**config.mk**
```make
export PLATFORM = sky130hd
export DESIGN_NAME = seq_divider
export DESIGN_NICKNAME = d
export VERILOG_FILES = /design/src/rtl/seq_divider.sv
export SDC_FILE = /design/constraint.sdc
export NUM_CORES = 1
export LEC_CHECK = 0
export CORE_MARGIN = 5
export CORE_UTILIZATION = 40
export DETAILED_ROUTE_END_ITERATION = 8
export GPL_ROUTABILITY_DRIVEN = 0
export GPL_TIMING_DRIVEN = 0
export SETUP_SLACK_MARGIN = 0.3
export SLEW_MARGIN = 20
export SYNTH_ARGS = -nofsm -noshare
export SYNTH_HDL_FRONTEND = slang
export SYNTH_SLANG_ARGS = --single-unit
```
**constraint.sdc**
```tcl
create_clock -name clk -period 2.7 [get_ports clk]
set_input_delay 0.27 -clock clk [delete_from_list [all_inputs] [get_ports clk]]
set_output_delay 0.27 -clock clk [all_outputs]
set_load 0.1 [all_outputs]
```
**src/rtl/seq_divider.sv**
```systemverilog
// Restoring divider, one quotient bit per clock; result after WIDTH run cycles, done pulses the cycle after.
// Optional two's-complement mode via DIV_SIGNED_EN (magnitudes in, sign fix-up at the last step).
module seq_divider #(
    parameter int WIDTH = 4
) (
    input  logic             clk,
    input  logic             rst,
    input  logic             start,
    input  logic [WIDTH-1:0] a,
    input  logic [WIDTH-1:0] b,
    output logic             busy,
    output logic             done,
    output logic [WIDTH-1:0] q,
    output logic [WIDTH-1:0] r,
    output logic             dbz
);
    localparam int CW = $clog2(WIDTH);

    typedef enum logic [1:0] {S_IDLE, S_RUN, S_DONE} state_t;

    state_t           state_q, state_d;
    logic [CW-1:0]    cnt_q, cnt_d;
    logic [WIDTH-1:0] rem_q, rem_d;
    logic [WIDTH-1:0] dvd_q, dvd_d;
    logic [WIDTH-1:0] div_q, div_d;
    logic [WIDTH-1:0] q_q, q_d;
    logic [WIDTH-1:0] r_q, r_d;
    logic             dbz_q, dbz_d;
`ifdef DIV_SIGNED_EN
    logic             qneg_q, qneg_d;
    logic             rneg_q, rneg_d;
`endif

    logic [WIDTH:0]   shifted;
    logic [WIDTH:0]   trial;
    logic             qbit;
    logic [WIDTH-1:0] rem_step;
    logic [WIDTH-1:0] quo_step;
    logic [WIDTH-1:0] abs_a;
    logic [WIDTH-1:0] abs_b;

    // One restoring step: trial subtract in WIDTH+1 bits, its MSB is the borrow.
    assign shifted  = {rem_q, dvd_q[WIDTH-1]};
    assign trial    = shifted - {1'b0, div_q};
    assign qbit     = ~trial[WIDTH];
    assign rem_step = qbit ? trial[WIDTH-1:0] : shifted[WIDTH-1:0];
    assign quo_step = {dvd_q[WIDTH-2:0], qbit};

`ifdef DIV_SIGNED_EN
    assign abs_a = a[WIDTH-1] ? -a : a;
    assign abs_b = b[WIDTH-1] ? -b : b;
`else
    assign abs_a = a;
    assign abs_b = b;
`endif

    always_ff @(posedge clk) begin
        if (rst) begin
            state_q <= S_IDLE;
            cnt_q   <= '0;
            rem_q   <= '0;
            dvd_q   <= '0;
            div_q   <= '0;
            q_q     <= '0;
            r_q     <= '0;
            dbz_q   <= 1'b0;
`ifdef DIV_SIGNED_EN
            qneg_q  <= 1'b0;
            rneg_q  <= 1'b0;
`endif
        end else begin
            state_q <= state_d;
            cnt_q   <= cnt_d;
            rem_q   <= rem_d;
            dvd_q   <= dvd_d;
            div_q   <= div_d;
            q_q     <= q_d;
            r_q     <= r_d;
            dbz_q   <= dbz_d;
`ifdef DIV_SIGNED_EN
            qneg_q  <= qneg_d;
            rneg_q  <= rneg_d;
`endif
        end
    end

    always_comb begin
        state_d = state_q;
        cnt_d   = cnt_q;
        rem_d   = rem_q;
        dvd_d   = dvd_q;
        div_d   = div_q;
        q_d     = q_q;
        r_d     = r_q;
        dbz_d   = dbz_q;
`ifdef DIV_SIGNED_EN
        qneg_d  = qneg_q;
        rneg_d  = rneg_q;
`endif
        case (state_q)
            S_IDLE: begin
                if (start) begin
                    if (b == '0) begin
                        q_d     = '1;
                        r_d     = a;
                        dbz_d   = 1'b1;
                        state_d = S_DONE;
                    end else begin
                        dbz_d   = 1'b0;
                        rem_d   = '0;
                        dvd_d   = abs_a;
                        div_d   = abs_b;
                        cnt_d   = CW'(WIDTH - 1);
                        state_d = S_RUN;
`ifdef DIV_SIGNED_EN
                        qneg_d  = a[WIDTH-1] ^ b[WIDTH-1];
                        rneg_d  = a[WIDTH-1];
`endif
                    end
                end
            end
            S_RUN: begin
                rem_d = rem_step;
                dvd_d = quo_step;
                cnt_d = cnt_q - 1'b1;
                if (cnt_q == '0) begin
                    state_d = S_DONE;
`ifdef DIV_SIGNED_EN
                    q_d = qneg_q ? -quo_step : quo_step;
                    r_d = rneg_q ? -rem_step : rem_step;
`else
                    q_d = quo_step;
                    r_d = rem_step;
`endif
                end
            end
            S_DONE:  state_d = S_IDLE;
            default: state_d = S_IDLE;
        endcase
    end

    assign busy = (state_q == S_RUN);
    assign done = (state_q == S_DONE);
    assign q    = q_q;
    assign r    = r_q;
    assign dbz  = dbz_q;

endmodule

```
==> out/metrics.cfg <==
[clocking]
clk_pin_slew_worst_paths_ns = 0.14
root_buffer = clkbuf_4
numCtsBuffers = 3
clock-sinks = 25
htree_num_levels = 1
cts_hold_buf = 0
clock_latency_ns = 0.32
cts_tree = built
cts_buffer_depth = 2

[routing]
wl_per_cell_um = 13.94
via_count = 1090
viasPerCell = 5.450
dr.pass1.iters = 4
finalWirelength_um = 2787
ant_nets = 0
drt_iter0_drc = 54
drc = 0

[logic_synthesis]
seq_area_frac_synth = 0.4061
yosys_warnings = 0
syn_nets = 159
synthFlopType = dfxtp_1
synth_area_per_cell_um2 = 8.679
ys_ff_latch = 25
synth.distinct_cells = 37
synth-edff-count = 0
synthArstFlopShare = 0
syn_area_um2 = 1232
synth_cells = 142

[sta]
rsz0062_at_grt = true
slew_viol_final = 0
finalSetupViolCount = 0
layout_min_cycle_time_ns = 2.362
max_slew_margin = 0.3481
tns_ns = 0
fmax_ghz = 0.4234
clock_skew_ns = 0.005503
setup_slack_ns = 0.3383
whs_ns = 0.3021
finalHoldViolCount = 0
worst_pin_slew_ns = 0.9748
period_share = 0.8747

[place]
placed_area_um2 = 1474
portBuffers = 20
dp_hpwl_um = 2073
place_ws_ns = 0.2630
post-place-cells = 195

[pwr]
seq_power_share = 0.433
peakVddDrop_uv = 214.4
pwr_density_cell_nw_per_um2 = 631.3
p_switching_uw = 383.5
p_clk_frac = 0.173
p_comb_frac = 0.394
internal_power_uw = 600.7
p_leak_nw = 0.5799
totalPowerFinal_uw = 984.2
switching_share = 0.3896

[grt]
antenna_found_initial = 0
grt_pass1_wl_um = 4657
grt-ovfl-total = 0
grt_use_total = 0.1362
grt_max_degree = 14
grt_pass1_vias = 1031

[critical_path]
path_class = reg -> reg
cp-startpoint = dvd_q[3]
required_ns = 2.95
regToRegStartpoint = dvd_q[3]
endpoint_kind = flop
critPathMaxFanout = 4
cp-start-kind = flop
crit_arrival_ns = 2.61

[floorplan]
fp.dieW_um = 65.51
core_um2 = 3003
rows = 20
io_pins = 22
die_height_um = 65.51
dieArea_um2 = 4291
start_util = 0.4104

[finish]
antenna_cells = 0
layout-drive-gt1-share = 0.1377
layout.nets = 185
mostFrequentLayoutCells = 29 x nor2_1, 25 x dfxtp_1, 18 x clkdlybuf4s50_1, 17 x nand2_1, 8 x a21oi_1
register_area_um2 = 500.5
final_common_cell = nor2_1
fin_cells = 200
multi_input_area_um2 = 708.2
synthToLayoutAreaGrowth_pct = 26.50
fin_util = 0.5192
postLayoutCellArea_um2 = 1559
nFillCells = 307

[worst_hold_path]
min_path_type = in -> reg
min_from = rst

[status]
status = finished, final reports clean

[job]
maxCapViolations = 0

## cells in the mapped netlist, types with 2 or more instances
library cell	count	area, um2
buf_6	2	22.52
a21oi_1	8	40.04
mux2i_1	3	30.03
a21oi_2	2	17.52
dfxtp_1	25	500.5
nand2b_1	4	25.02
nor2b_1	2	12.51
ha_1	5	62.56
nand3b_1	2	15.01
a22oi_1	3	22.52
a311oi_1	6	52.55
a31oi_1	2	12.51
nand2_1	17	63.81
inv_1	7	26.28
clkbuf_1	2	7.510
a211oi_1	3	22.52
nor2_1	29	108.9
## critical path, stage by stage, from the launching register on
cell and delay (ns):
dfxtp_1 0.36, inv_1 0.06, ha_1 0.22, fa_1 0.37
nand2b_1 0.21, a21oi_4 0.23, xor2_4 0.25, mux2_4 0.34
a311oi_2 0.25
## cells by family after synthesis
family,share of synthesized area
mux,0.03350
flops,0.4061
fa+ha+maj,0.06701
xor+xnor,0.01320
compound gates,0.1909
simple gates,0.2335
buf+inv,0.05583
## final timing paths
check	endpoint	slack, ns	cells past startpoint
setup / recovery	r[2]	0.34	8
hold / removal	state_q[1]	0.30	2
setup reg to reg	r[2]	0.34	8
hold reg to reg	div_q[0]	0.48	2
## final cells by class
type / count / share of cell area
Timing Repair Buffer: 21 / 0.1372
Buffer: 6 / 0.02488
Inverter: 8 / 0.01926
Clock buffer: 4 / 0.01685
Sequential cell: 25 / 0.3210
Tap cell: 33 / 0.02648
Multi-Input combinational cell: 103 / 0.4543
## power by group through the flow
stage / registers [mW] / logic (mW) / clock network, mW
floorplan: 0.522 / 0.171 / 0
global placement: 0.433 / 0.339 / 0
detailed placement: 0.435 / 0.342 / 0
CTS: 0.427 / 0.369 / 0.173
global route: 0.432 / 0.417 / 0.195
finish: 0.427 / 0.388 / 0.170
## what timing repair did
item	4_1_cts	5_1_grt
pin swaps	0	1
gates cloned	0	0
setup endpoints to repair	3	6
gates resized for setup	3	8
setup buffers	1	0
## metal layers
layer | track usage | wire length (um)
met1 | 0.1844 | 1241
met2 | 0.2212 | 1330
met3 | 0.02393 | 165
met4 | 0.03886 | 49
met5 | 0 | 0
## registers in the layout, summed over array words and instances, names as in the netlist
signal   count
q            4
cnt_q        2
state_q      2
rem_q        4
dvd_q        4
r            4
dbz          1
div_q        4
(Power assumes the default switching activity.)
